### config.mk
export PLATFORM = sky130hd
export DESIGN_NAME = retire_rat
export DESIGN_NICKNAME = d
export VERILOG_FILES = /design/src/rtl/retire_rat.sv
export SDC_FILE = /design/constraint.sdc
export NUM_CORES = 1
export LEC_CHECK = 0
export CAP_MARGIN = 20
export CELL_PAD_IN_SITES_DETAIL_PLACEMENT = 0
export CELL_PAD_IN_SITES_GLOBAL_PLACEMENT = 2
export CORE_MARGIN = 1.5
export CORE_UTILIZATION = 34
export DETAILED_ROUTE_END_ITERATION = 10
export PLACE_DENSITY_LB_ADDON = 0.05
export SKIP_LAST_GASP = 1
export SLEW_MARGIN = 20
export SYNTH_ARGS = -nofsm -noshare
export SYNTH_HDL_FRONTEND = slang
export SYNTH_SLANG_ARGS = --single-unit
### constraint.sdc
create_clock -name clk -period 2.9 [get_ports clk]
set_input_delay 0.29 -clock clk [delete_from_list [all_inputs] [get_ports clk]]
set_output_delay 0.29 -clock clk [all_outputs]
set_load 0.02 [all_outputs]
### src/rtl/retire_rat.sv
// Retirement register alias table: commits (rd_arch, rd_phy) into the committed map and
// queues each superseded physical register for return to the free list.
module retire_rat #(
   parameter int ARF_DEPTH = 32,
   parameter int ARF_IDX   = 5,
   parameter int PRF_DEPTH = 64,
   parameter int PRF_IDX   = 6,
   parameter int FQ_DEPTH  = 4
) (
   input  logic                         clk,
   input  logic                         rst,
   input  logic                         commit_valid,
   output logic                         commit_ready,
   input  logic [ARF_IDX-1:0]           commit_rd_arch,
   input  logic [PRF_IDX-1:0]           commit_rd_phy,
   output logic                         free_valid,
   input  logic                         free_ready,
   output logic [PRF_IDX-1:0]           free_phy,
   output logic [ARF_DEPTH*PRF_IDX-1:0] rrat_flat,
   output logic [31:0]                  retire_count
);
   localparam int FQ_IDX = $clog2(FQ_DEPTH);
   localparam int CNT_W  = FQ_IDX + 1;

   logic [PRF_IDX-1:0]          rrat_r [ARF_DEPTH];
   logic [PRF_IDX-1:0]          queue_r [FQ_DEPTH];
   logic [FQ_IDX-1:0]           head_r, tail_r;
   logic [CNT_W-1:0]            count_r;
   logic                        free_valid_r, commit_ready_r;
   logic [PRF_IDX-1:0]          free_phy_r;
   logic [31:0]                 retire_count_r;

   logic                        acc_s, enq_s, deq_s;
   logic [PRF_IDX-1:0]          old_s, free_phy_nxt_s;
   logic [FQ_IDX-1:0]           head_nxt_s;
   logic [CNT_W-1:0]            remain_s, count_nxt_s;
   logic [FQ_DEPTH*PRF_IDX-1:0] queue_flat_s;

   // Next-state decode; free port outputs are precomputed so they can be registered.
   always_comb begin
      acc_s = commit_valid && commit_ready_r;
      enq_s = acc_s && (commit_rd_arch != '0);
      deq_s = free_valid_r && free_ready;
      old_s = rrat_r[commit_rd_arch];
      if (deq_s) begin
         head_nxt_s = head_r + FQ_IDX'(1);
         remain_s   = count_r - CNT_W'(1);
      end else begin
         head_nxt_s = head_r;
         remain_s   = count_r;
      end
      if (enq_s) begin
         count_nxt_s = remain_s + CNT_W'(1);
      end else begin
         count_nxt_s = remain_s;
      end
      // When the queue is otherwise empty the new head is the entry being enqueued now.
      if (count_nxt_s == '0) begin
         free_phy_nxt_s = '0;
      end else if (enq_s && (remain_s == '0)) begin
         free_phy_nxt_s = old_s;
      end else begin
         free_phy_nxt_s = queue_r[head_nxt_s];
      end
   end

   // Map, return queue, and registered outputs.
   always_ff @(posedge clk) begin
      if (rst) begin
         for (int i = 0; i < ARF_DEPTH; i++) rrat_r[i] <= PRF_IDX'(i);
         for (int j = 0; j < FQ_DEPTH; j++) queue_r[j] <= '0;
         head_r         <= '0;
         tail_r         <= '0;
         count_r        <= '0;
         free_valid_r   <= 1'b0;
         free_phy_r     <= '0;
         commit_ready_r <= 1'b1;
         retire_count_r <= 32'd0;
      end else begin
         if (enq_s) begin
            rrat_r[commit_rd_arch] <= commit_rd_phy;
            queue_r[tail_r]        <= old_s;
            tail_r                 <= tail_r + FQ_IDX'(1);
         end
         if (acc_s) begin
            retire_count_r <= retire_count_r + 32'd1;
         end
         head_r         <= head_nxt_s;
         count_r        <= count_nxt_s;
         free_valid_r   <= (count_nxt_s != '0);
         free_phy_r     <= free_phy_nxt_s;
         commit_ready_r <= (count_nxt_s != CNT_W'(FQ_DEPTH));
      end
   end

   for (genvar g = 0; g < ARF_DEPTH; g++) begin : g_map
      assign rrat_flat[g*PRF_IDX +: PRF_IDX] = rrat_r[g];
   end
   for (genvar q = 0; q < FQ_DEPTH; q++) begin : g_queue
      assign queue_flat_s[q*PRF_IDX +: PRF_IDX] = queue_r[q];
   end

   assign commit_ready = commit_ready_r;
   assign free_valid   = free_valid_r;
   assign free_phy     = free_phy_r;
   assign retire_count = retire_count_r;

   retire_rat_chk #(
      .ARF_DEPTH(ARF_DEPTH), .PRF_DEPTH(PRF_DEPTH), .PRF_IDX(PRF_IDX),
      .FQ_DEPTH(FQ_DEPTH), .FQ_IDX(FQ_IDX)
   ) u_chk (
      .clk(clk), .rst(rst), .map_flat(rrat_flat), .queue_flat(queue_flat_s),
      .head(head_r), .count(count_r)
   );
endmodule

// Invariant checker: every preg held by the map or the return queue is unique.
module retire_rat_chk #(
   parameter int ARF_DEPTH = 32,
   parameter int PRF_DEPTH = 64,
   parameter int PRF_IDX   = 6,
   parameter int FQ_DEPTH  = 4,
   parameter int FQ_IDX    = 2
) (
   input logic                         clk,
   input logic                         rst,
   input logic [ARF_DEPTH*PRF_IDX-1:0] map_flat,
   input logic [FQ_DEPTH*PRF_IDX-1:0]  queue_flat,
   input logic [FQ_IDX-1:0]            head,
   input logic [FQ_IDX:0]              count
);
   logic distinct_s;

   function automatic logic pregs_distinct(
      input logic [ARF_DEPTH*PRF_IDX-1:0] m,
      input logic [FQ_DEPTH*PRF_IDX-1:0]  qf,
      input logic [FQ_IDX-1:0]            hd,
      input logic [FQ_IDX:0]              cnt
   );
      logic [PRF_DEPTH-1:0] seen;
      logic [PRF_IDX-1:0]   p;
      logic [FQ_IDX-1:0]    idx;
      logic                 ok;
      seen = '0;
      ok   = 1'b1;
      for (int i = 0; i < ARF_DEPTH; i++) begin
         p = m[i*PRF_IDX +: PRF_IDX];
         if (seen[p]) ok = 1'b0;
         seen[p] = 1'b1;
      end
      for (int k = 0; k < FQ_DEPTH; k++) begin
         idx = hd + FQ_IDX'(k);
         if ((FQ_IDX+1)'(k) < cnt) begin
            p = qf[int'(idx)*PRF_IDX +: PRF_IDX];
            if (seen[p]) ok = 1'b0;
            seen[p] = 1'b1;
         end
      end
      return ok;
   endfunction

   // Recompute uniqueness over the current registered state.
   always_comb begin
      distinct_s = pregs_distinct(map_flat, queue_flat, head, count);
   end

   a_distinct: assert property (@(posedge clk) disable iff (rst) distinct_s);
endmodule
==> metrics.txt <==
Min Hold Slack 0.4783 ns; total CTS buffers 31; CTS tree built; die width 192.7 um; layout cells sized above 1 0.1183; Post-Syn Area 0.01224 mm^2; Max-cap violations 0; Tcrit/Tclk final 0.7821; flops & latches, synth 263; n_diodes 0; Layout area overhead 36.62%; post-synth top area share 0.5299; IO buf count 246; combinational share of power 0.162; DRC viols 0; latest clock arrival within the worst-skew pair 0.57 ns; clk_skew 0.01908 ns; pin count of the biggest net entering global routing 49; Buf+Inv Stages, Crit Path 0; critical path class register to register; first-pass GRT wire length 62720 um; arrival time worst endpoint 2.72 ns; die area 0.03715 mm^2; Seq/Total Area, Yosys 0.6068; via/cell ratio 5.289; Starting Density 0.3450; fin crit period 2.268 ns; Clock Pin Slew Worst Setup and Hold Paths 0.06 ns; number of synthesized flops with an enable pin 216; via count 9637; Total Wirelength 43820 um; DR iter-0 viols 634; RePlAce Congestion 0.8397; worst hold-check path type primary input to register; Cell Chain, Critical Path mux2i_1, o22ai_1, nor4_1, a21oi_1, o21a_1; sw frac 0.2675; FP Rows 69; crit-path max FO 5; Area contributors post-synth edfxtp_1 53%, mux2i_1 8.8%, dfxtp_1 7.7%; CP Launch Type register; cell taking the most area after synthesis edfxtp_1; Post-DRT Antenna Nets 0; worst slew pin tran 0.8289 ns; antenna violations before repair 1; net switching power 2663 uW; Clock H-tree levels 1; Highest Clock Rate 440.9 MHz; Clock Path Buffers 3; design internal power 7295 uW; Cell variety after synth 54; Worst EP required 3.35 ns; Core Area 0.03548 mm^2; leakage power 0.005819 uW; Post-Syn Instances 1041; vias in the first global route 9530; syn avg cell area 11.76 um^2; CP max-delay cell nor4_1; clk sinks 263; Wirelength per Cell 24.05 um; crit end category register; Total Neg Setup Slack 0 ns; RSZ-0062 raised after global routing false; Tot Pwr 9958 uW; P per Cell Area 595.5 mW/mm^2; number of failing hold endpoints at the final stage 0; Top Ports 247; final setup vio count 0; cts repair resizes 0; hpwl dp 32250 um; Seq pwr share 0.440; status finished, final reports clean; Top delay family on crit path simple AND/OR/NAND/NOR gates; drt first pass iters 5; Peak VDD IR 0.4238 mV; die height 192.7 um; max incr delay on CP 0.67 ns; total congestion overflow 0; Synth async-reset ratio 0; Root Driver clkbuf_16; postcts setup bufs 0; Rel. slew slack 0.4423; nets@finish 1357; Tot GR Track Use 0.2330; max-slew violation count 0; power share of the clock group 0.397; Top FF cell, synth edfxtp_1; synth warn 0
==> sequential cells by signal (all words and copies together) (netlist names) <==
name / count
commit_ready: 1
count_r: 3
free_phy: 6
free_valid: 1
head_r: 2
queue_r: 24
retire_count: 32
rrat_r: 192
tail_r: 2
==> worst register-to-register path: cells and delay by family (launching register included) <==
family / cells / cell delay [ns]
compound gates: 3 / 0.61
flops: 1 / 0.41
simple gates: 1 / 0.67
mux: 1 / 0.47
==> Yosys cell counts (7+ instances only) <==
| master | number |
|---|---|
| edfxtp_1 | 216 |
| mux2i_1 | 108 |
| nand2_1 | 78 |
| nor3_1 | 74 |
| nor2_1 | 73 |
| clkbuf_1 | 53 |
| o22ai_1 | 48 |
| dfxtp_1 | 47 |
| or3_1 | 34 |
| a21oi_1 | 31 |
| xnor2_1 | 27 |
| nor4_1 | 26 |
| and2_1 | 22 |
| o21ai_0 | 20 |
| nand3_1 | 18 |
| buf_2 | 15 |
| inv_1 | 15 |
| o21bai_1 | 12 |
| nand4_1 | 8 |
| a211oi_1 | 7 |
| o21ai_1 | 7 |
| or2_2 | 7 |
==> power groups by stage <==
stage / combinational, uW / sequential, uW / clock, uW
floorplan: 833 / 4550 / 0
CTS: 1620 / 4390 / 4030
detailed placement: 1620 / 4470 / 0
global route: 1750 / 4400 / 4160
finish: 1620 / 4380 / 3960
global placement: 1610 / 4470 / 0
==> metal layers <==
| metal | routed length [um] | vias up | global-route usage |
|---|---|---|---|
| met5 | 18 | - | 0 |
| met4 | 1429 | 2 | 0.07543 |
| met3 | 3207 | 76 | 0.04855 |
| met2 | 21140 | 356 | 0.3883 |
| met1 | 18020 | 4726 | 0.3014 |
| li1 | - | 4477 | - |
==> path summary, 6_finish.rpt <==
check,slack [ns],start,cells past startpoint,endpoint
setup reg to reg,0.63,rrat_r[26][1],5,free_phy[1]
hold / removal,0.48,commit_valid,4,retire_count[1]
setup / recovery,0.63,rrat_r[26][1],5,free_phy[1]
hold reg to reg,0.52,retire_count[1],2,retire_count[1]
==> cell families after synthesis <==
logic type,synth area share
multiplexers,0.08924
buffers and inverters,0.03741
flip-flops,0.6068
adder cells (fa/ha/maj),0.004089
AND/OR/NAND/NOR,0.1654
XOR/XNOR,0.02290
AO/OA/AOI/OAI,0.07390
other,0.0003064
==> through the flow <==
step / cell area [um^2] / instances / util / setup WS [ns]
final: 16720 / 1822 / 0.4713 / 0.6319
after global routing: 16720 / 1822 / 0.4713 / 0.4824
after CTS: 16720 / 1822 / 0.4713 / 0.7105
after detailed placement: 15700 / 1765 / 0.4425 / 0.1292
after global placement: 15700 / 1765 / 0.4425 / 0.1895
after floorplan: 12260 / 1046 / - / 0.5281
==> cell usage in the layout (no fill, tap or decap), types with 7 or more instances in the layout <==
| cell | synthesis | routed |
|---|---|---|
| a211oi_1 | 7 | 7 |
| a21oi_1 | 31 | 31 |
| and2_1 | 22 | 22 |
| buf_4 | 5 | 90 |
| clkbuf_16 | 0 | 31 |
| clkdlybuf4s50_1 | 0 | 244 |
| clkinv_1 | 2 | 9 |
| dfxtp_1 | 47 | 47 |
| edfxtp_1 | 216 | 216 |
| inv_1 | 15 | 15 |
| mux2i_1 | 108 | 108 |
| nand2_1 | 78 | 78 |
| nand3_1 | 18 | 18 |
| nand4_1 | 8 | 8 |
| nor2_1 | 73 | 73 |
| nor3_1 | 74 | 74 |
| nor4_1 | 26 | 26 |
| o21ai_0 | 20 | 20 |
| o21ai_1 | 7 | 7 |
| o21bai_1 | 12 | 12 |
| o22ai_1 | 48 | 48 |
| or2_2 | 7 | 7 |
| or3_1 | 34 | 34 |
| xnor2_1 | 27 | 27 |
==> cell type report <==
type | count | area [um^2]
Clock buffer | 37 | 798.3
Multi-Input combinational cell | 681 | 4374
Fill cell | 3297 | 18760
Timing Repair Buffer | 343 | 3264
Clock inverter | 19 | 215.2
Inverter | 18 | 67.56
Tap cell | 461 | 576.8
Sequential cell | 263 | 7427
==> timing repair <==
action                                  4_1_cts  5_1_grt
endpoints found under the setup margin        0        0
endpoints found under the hold margin         3        0
hold buffers                                  1        0
Note: power is estimated with default switching activity, not from simulation.
